`src/rtl/event_pkg.sv`:
```
// rtl/event_pkg.sv - shared event-path constants and timestamp word type
package event_pkg;

   localparam int TS_W_DEF       = 32;
   localparam int DEPTH_LOG2_DEF = 4;
   localparam int DROP_CNT_W     = 16;

   typedef logic [TS_W_DEF-1:0] ts_t;

endpackage

```
`src/rtl/event_ts_fifo_ts_counter.sv`:
```
// rtl/event_ts_fifo_ts_counter.sv - free-running wrapping timestamp counter (module ts_counter)
module ts_counter
   import event_pkg::*;
#(
   parameter int TS_W = TS_W_DEF
)
(
   input  logic            clk,
   input  logic            rst,
   output logic [TS_W-1:0] ts
);

   logic [TS_W-1:0] r_ts;

   // count every non-reset cycle, silently wrapping at the top
   always_ff @(posedge clk) begin
      if (rst) begin
         r_ts <= '0;
      end else begin
         r_ts <= r_ts + 1'b1;
      end
   end

   assign ts = r_ts;

endmodule

```
`src/rtl/event_ts_fifo.sv`:
```
// rtl/event_ts_fifo.sv - timestamp FIFO behind the event trigger; optional EVENT_TS_FIFO_DROP_CNT_EN adds drop_cnt
module event_ts_fifo
   import event_pkg::*;
#(
   parameter int TS_W       = TS_W_DEF,
   parameter int DEPTH_LOG2 = DEPTH_LOG2_DEF
)
(
   input  logic                  clk,
   input  logic                  rst,
   input  logic                  wtreq,
   output logic                  wtfull,
   input  logic                  rdreq,
   output logic                  rdempty,
   output logic [TS_W-1:0]       rdata,
   output logic                  rdvalid,
   output logic [DEPTH_LOG2:0]   count
`ifdef EVENT_TS_FIFO_DROP_CNT_EN
   ,
   output logic [DROP_CNT_W-1:0] drop_cnt
`endif
);

   localparam int                  DEPTH     = 2**DEPTH_LOG2;
   localparam logic [DEPTH_LOG2:0] DEPTH_CNT = (DEPTH_LOG2+1)'(DEPTH);

   logic [TS_W-1:0]       r_mem [DEPTH];
   logic [DEPTH_LOG2-1:0] r_wptr;
   logic [DEPTH_LOG2-1:0] r_rptr;
   logic [DEPTH_LOG2:0]   r_count;
   logic [TS_W-1:0]       r_rdata;
   logic                  r_rdvalid;

   logic [TS_W-1:0]       w_ts;
   logic                  w_full;
   logic                  w_empty;
   logic                  w_wr_acc;
   logic                  w_rd_acc;

   ts_counter #(.TS_W(TS_W)) u_ts (
      .clk (clk),
      .rst (rst),
      .ts  (w_ts)
   );

   // flags come only from registered count, so both see pre-edge state
   assign w_full   = (r_count == DEPTH_CNT);
   assign w_empty  = (r_count == '0);
   assign w_wr_acc = wtreq && !w_full;
   assign w_rd_acc = rdreq && !w_empty;

   // storage array; no reset, contents are meaningless until written
   always_ff @(posedge clk) begin
      if (!rst && w_wr_acc) begin
         r_mem[r_wptr] <= w_ts;
      end
   end

   // pointers, occupancy and the registered read port
   always_ff @(posedge clk) begin
      if (rst) begin
         r_wptr    <= '0;
         r_rptr    <= '0;
         r_count   <= '0;
         r_rdata   <= '0;
         r_rdvalid <= 1'b0;
      end else begin
         r_rdvalid <= w_rd_acc;
         if (w_wr_acc) begin
            r_wptr <= r_wptr + 1'b1;
         end
         if (w_rd_acc) begin
            r_rdata <= r_mem[r_rptr];
            r_rptr  <= r_rptr + 1'b1;
         end
         case ({w_wr_acc, w_rd_acc})
            2'b10:   r_count <= r_count + 1'b1;
            2'b01:   r_count <= r_count - 1'b1;
            default: r_count <= r_count;
         endcase
      end
   end

`ifdef EVENT_TS_FIFO_DROP_CNT_EN
   logic [DROP_CNT_W-1:0] r_drop_cnt;

   // count rejected writes, sticking at all-ones
   always_ff @(posedge clk) begin
      if (rst) begin
         r_drop_cnt <= '0;
      end else if (wtreq && w_full && (r_drop_cnt != {DROP_CNT_W{1'b1}})) begin
         r_drop_cnt <= r_drop_cnt + 1'b1;
      end
   end

   assign drop_cnt = r_drop_cnt;
`endif

   assign wtfull  = w_full;
   assign rdempty = w_empty;
   assign rdata   = r_rdata;
   assign rdvalid = r_rdvalid;
   assign count   = r_count;

endmodule
```
`config.mk`:
```
export PLATFORM = sky130hd
export DESIGN_NAME = event_ts_fifo
export DESIGN_NICKNAME = d
export VERILOG_FILES = /design/src/rtl/event_pkg.sv /design/src/rtl/event_ts_fifo_ts_counter.sv /design/src/rtl/event_ts_fifo.sv
export SDC_FILE = /design/constraint.sdc
export NUM_CORES = 1
export LEC_CHECK = 0
export ABC_AREA = 1
export CAP_MARGIN = 20
export CORE_UTILIZATION = 35
export DETAILED_ROUTE_END_ITERATION = 10
export PLACE_DENSITY = 0.57
export SYNTH_ARGS = -nofsm -noshare
export SYNTH_HDL_FRONTEND = slang
export SYNTH_SLANG_ARGS = --single-unit
```
`constraint.sdc`:
```
create_clock -name clk -period 5.3 [get_ports clk]
set_input_delay 0.53 -clock clk [delete_from_list [all_inputs] [get_ports clk]]
set_output_delay 0.53 -clock clk [all_outputs]
set_load 0.02 [all_outputs]
```
Word-level counts from Yosys, hierarchy flattened
Memory sizes are Yosys's and may differ from the RTL's. A register that Yosys moved wholly into a read port is not among the register bits.
Index checks and enable logic that the tools add are counted.
Widths: inputs -> output; s select.
{"block": "op_classes", "n_addsub": 5, "n_eq_ne": 3, "mux": 3, "reduce_logical": 8}
{"op": "$add 32x1->32 const B", "n": 1}
{"op": "$pmux 5 s2", "n": 1}
{"op": "$add 4x1->4 const B", "n": 2}
{"op": "$add 5x1->5 const B", "n": 1}
{"op": "$eq 5x5->1 const B", "n": 1}
{"op": "$logic_not 5->1", "n": 1}
{"op": "$sub 5x1->5 const B", "n": 1}
{"op": "$logic_and 1x1->1", "n": 3}
{"op": "$logic_not 1->1", "n": 3}
{"op": "$eq 2x1->1 const B", "n": 1}
{"op": "$eq 2x2->1 const B", "n": 1}
{"op": "$mux 1", "n": 2}
{"op": "$reduce_bool 2->1", "n": 1}
{"block": "word_totals", "reg_bits": 46, "ramBits": 512, "in_bits": 4, "wordCells": 25, "mem_count": 1}
{"memory": "r_mem", "depth": 16, "width": 32, "rd": 1, "rd_clocked_by_memory_dff": 1, "wr": 1, "line_no": "event_ts_fifo.sv:27", "source": "logic [TS_W-1:0] r_mem [DEPTH];"}

Longest topological paths before layout
{"block": "logic_depth", "word_depth": 6, "depth_mapped": 16, "mapped_depth_nobuf": 15}

Modules after synthesis
Synthesis repeated with hierarchy kept, for this count alone.
{"block": "unflattened", "cells_unflattened": 2543, "area_unflattened_um2": 25404.4}
{"module": "event_ts_fifo", "instances": 1, "cells_per_inst": 2293, "area_per_inst_um2": 23726.5, "seq_area_each_um2": 16295.6}
{"module": "ts_counter", "instances": 1, "cells_per_inst": 250, "area_per_inst_um2": 1677.9, "seq_area_each_um2": 640.6}

Worst setup path after synthesis
Ideal clock, no wire load.
{"block": "synth_path", "kind": "input port to flip-flop", "from": "input rst", "to": "memory r_mem[15][0] (netlist bit), enable pin", "setup_time_ns": 0.421, "arrival_time_ns": 2.557, "required_ns": 4.879, "slack_ns": 2.322, "cell_stages": 5, "n_path_buf": 2, "path_cell_list": "clkbuf_1 -> inv_1 -> clkbuf_1 -> nand3_1 -> nor2_1"}
{"block": "synth_via", "elab_chain_cells": 4}
{"item": "from (decl)", "line_no": "event_ts_fifo.sv:10", "source": "input logic rst,"}
{"item": "$logic_not 1->1", "line_no": "event_ts_fifo.sv:54", "source": "if (!rst && w_wr_acc) begin"}
{"item": "$logic_and 1x1->1", "line_no": "event_ts_fifo.sv:54"}
{"item": "$mux 1", "line_no": "event_ts_fifo.sv:54"}
{"item": "$mux 1 (not written as such)", "line_no": "event_ts_fifo.sv:55", "source": "r_mem[r_wptr] <= w_ts;"}
{"item": "to (decl)", "line_no": "event_ts_fifo.sv:27"}
Every way passes these cells.

==> key figures <==
Run status
  • Status: complete, no violations

Clock network
  • Clock Path Buffers: 3
  • Root buf cell: clkbuf_16
  • Post-CTS Resized: 0
  • TritonCTS Buffers: 59
  • H-tree depth: 2
  • Hold-fix buffers, CTS: 0
  • Later-pin clock latency in the skew report: around 0.63 ns
  • CTS tree: built
  • # Post-CTS Setup Buffers: 0
  • Clock net sink count: 590
  • Clock transition at path regs: around 0.060 ns

STA
  • Worst Clk Skew: just over 0.03 ns
  • RSZ-0062 raised after global routing: no
  • Relative slew slack: 0.237
  • Measured slew at the worst slew-check pin: roughly 1.1 ns
  • Final min period: ~2.8 ns
  • Part of the cycle the worst path needs: 0.530
  • Final WS setup: about 2.5 ns
  • Max Slew Vio Count: 0
  • Final setup vio count: 0
  • Final Hold Viols: 0
  • Fmax: around 360 MHz
  • TNS Setup: 0 ns

Worst setup path
  • CP Max Fanout: 115
  • R2R depth: 9
  • FF-to-FF End: rdata[29]
  • Crit-path cells: inv_6 > buf_12 > nand2_1 > nand3_1 > nand3_1 > nand3_1 > nand3_1 > nand2_1 > inv_1
  • Crit. End Element: flop
  • Reg2Reg Setup Slack: approximately 2.5 ns
  • Critical Path Source Type: flop
  • Worst EP arrival: 3.33 ns
  • Worst endpoint required time: between 5 and 6 ns
  • Slowest CP cell: inv_6
  • Critical path class: flop to flop
  • Worst r2r src: r_rptr[0]
  • Worst path most repeated cell: nand3_1
  • Max incr delay on CP: 0.65 ns

Yosys
  • Syn Std Cell Area: 25300 sq um
  • Synth Register Bits: 590
  • Post-Synthesis Cells: about 2500
  • Synth unique cells: 31
  • Avg Cell Area, Syn: ~10 sq um
  • Top FF cell, synth: edfxtp_1
  • Most numerous cell in the Yosys netlist: nand2_1
  • Ys async rst share: 0
  • Post-synth top cells: nand2_1, edfxtp_1, nand3_1, inv_1, nor2_1
  • Yosys top cell area share: 0.607
  • Top cells by area, synth: edfxtp_1, nand2_1, nand3_1
  • Post-synth EDFFs: slightly above 500
  • Synth area leader: edfxtp_1
  • Seq/Total Area, Yosys: 0.669
  • Mapped Nets: around 2600
  • Yosys warns: 0

Power and ir drop
  • Maximum VDD drop: 394 uV
  • P_leak: around 12 nW
  • Tot Pwr: ~12 mW
  • PD cells: ~430 nW/um^2

Flow run
  • Number of max-cap violations: 0

Floorplanning
  • Chip width: approximately 270 um
  • Die area: between 70000 and 80000 sq um
  • Die height: ~270 um
  • Initial Utilization: 0.354
  • Core area: 71500 sq um
  • Rows: 98
  • IO Count: 44

Route
  • Total DRC errors in the routed layout: 0
  • Via count: ~17000
  • Routed WL: 64600 um
  • Routed length per placed instance: 18.2 um
  • Antenna Nets Post-Route: 0
  • Starting DRT DRC Count: ~1600
  • DR pass1 iterations: 5
  • Via density: slightly below 5

Final layout
  • Final instance area: ~29000 sq um
  • Share of layout cells above drive strength 1: 0.0549
  • Layout Cells excl Fill: approximately 3600
  • P&R area growth vs syn: 13.2%
  • Fin nets: 2573

Global route
  • Grt ovf: 0
  • Global-route usage over all layers: 0.176
  • Largest net degree at the start of global routing: 179
  • Vias in the first global route: roughly 17000
  • Global-route wire length before repair: 99400 um
  • Initial antenna violation count: 2

Placed design
  • Final HPWL DP: between 30000 and 40000 um
  • Pre-CTS worst setup slack: ~1.8 ns
  • Placed instance area: between 20000 and 30000 sq um
  • IO buf count: 43
  • Placed insts: roughly 3400
  • Final GP Congestion: 0.824

Worst hold path
  • WHS Path Cells: 2
  • HP Start: rst
  • Hold path endpoint: u_ts.ts[5]
  • HP Class: input pin to flop
## through the flow
step                      utilization  hold WS, ns
after floorplan                     -        0.471
after global placement          0.371        0.495
after detailed placement        0.372        0.495
after CTS                       0.398        0.490
after global routing            0.401        0.530
final                           0.401        0.489
## final cells by class
cell class              count  area (sq um)
diodes                      1          2.50
clock buffers              83          1690
clock inverters            26           164
fillers                  6797         42800
inverters                 336          1270
multi-input cells        1498          6510
flip-flops and latches    590         16900
well taps                 950          1190
repair buffers             73           896
## state kept, by name, summed over array words and instances, names as in the netlist
register,count
rdata,32
rdvalid,1
r_rptr,4
u_ts.ts,32
count,5
r_wptr,4
r_mem,512
## metal layers
layer / share of wire / global-route usage / vias up
li1: - / - / 8273
met1: 0.45 / 0.243 / 8256
met2: 0.47 / 0.286 / 494
met3: 0.065 / 0.0272 / 99
met4: 0.022 / 0.0519 / 0
met5: 0 / 0 / -
## cell families (layout without fill, tap and decap cells)
group | Yosys count | in the layout | synth area share
and+or+nand+nor | 1427 | 1427 | 0.233
other | 0 | 1 | 0
buffers and inverters | 458 | 518 | 0.0788
adders and majority gates | 11 | 11 | 0.00573
xor gates and xnor gates | 9 | 9 | 0.00311
DFF | 590 | 590 | 0.669
AOI/OAI and AO/OA | 51 | 51 | 0.0103
## cell usage in the layout (no fill, tap or decap), types with 2 or more instances in the layout
master           instances
nand2_1                891
edfxtp_1               512
nand3_1                372
inv_1                  331
nor2_1                 120
dfxtp_1                 74
clkbuf_16               63
clkdlybuf4s50_1         42
a21oi_1                 33
nor2_4                  17
buf_4                   17
o21ai_0                 16
clkbuf_1                16
clkinv_2                12
clkinv_1                11
ha_1                    10
nor3_1                   9
buf_16                   9
nand3b_1                 7
xor2_1                   7
nand4_1                  5
buf_12                   5
clkbuf_8                 4
inv_6                    3
xnor2_1                  2
nand2_2                  2
dfxtp_4                  2
dfxtp_2                  2
## worst max path at each step
| stage | from | end | slack, ns |
|---|---|---|---|
| 2_1_floorplan | rst | r_mem[15][0] | 2.32 |
| 6_report | r_rptr[0] | rdata[29] | 2.49 |
| 3_5_place_dp | rst | r_mem[11][4] | 1.79 |
| 5_1_grt | r_rptr[0] | rdata[29] | 2.21 |
| 3_3_place_gp | rst | r_mem[14][12] | 1.85 |
| 4_1_cts | rst | r_mem[11][20] | 2.44 |
## worst max-delay path, delay by kind of cell (launching register included)
| family | cells | cell delay, ns |
|---|---|---|
| buffers and inverters | 3 | 1.16 |
| DFF | 1 | 0.49 |
| and+or+nand+nor | 6 | 0.85 |
## power breakdown
group	internal [mW]	leakage (nW)	switching, mW
combinational	0.941	5.35	2.08
clock	2.27	0.913	1.75
sequential	5.17	5.36	0.167
total	8.38	11.6	4.00
(Power assumes the default switching activity.)
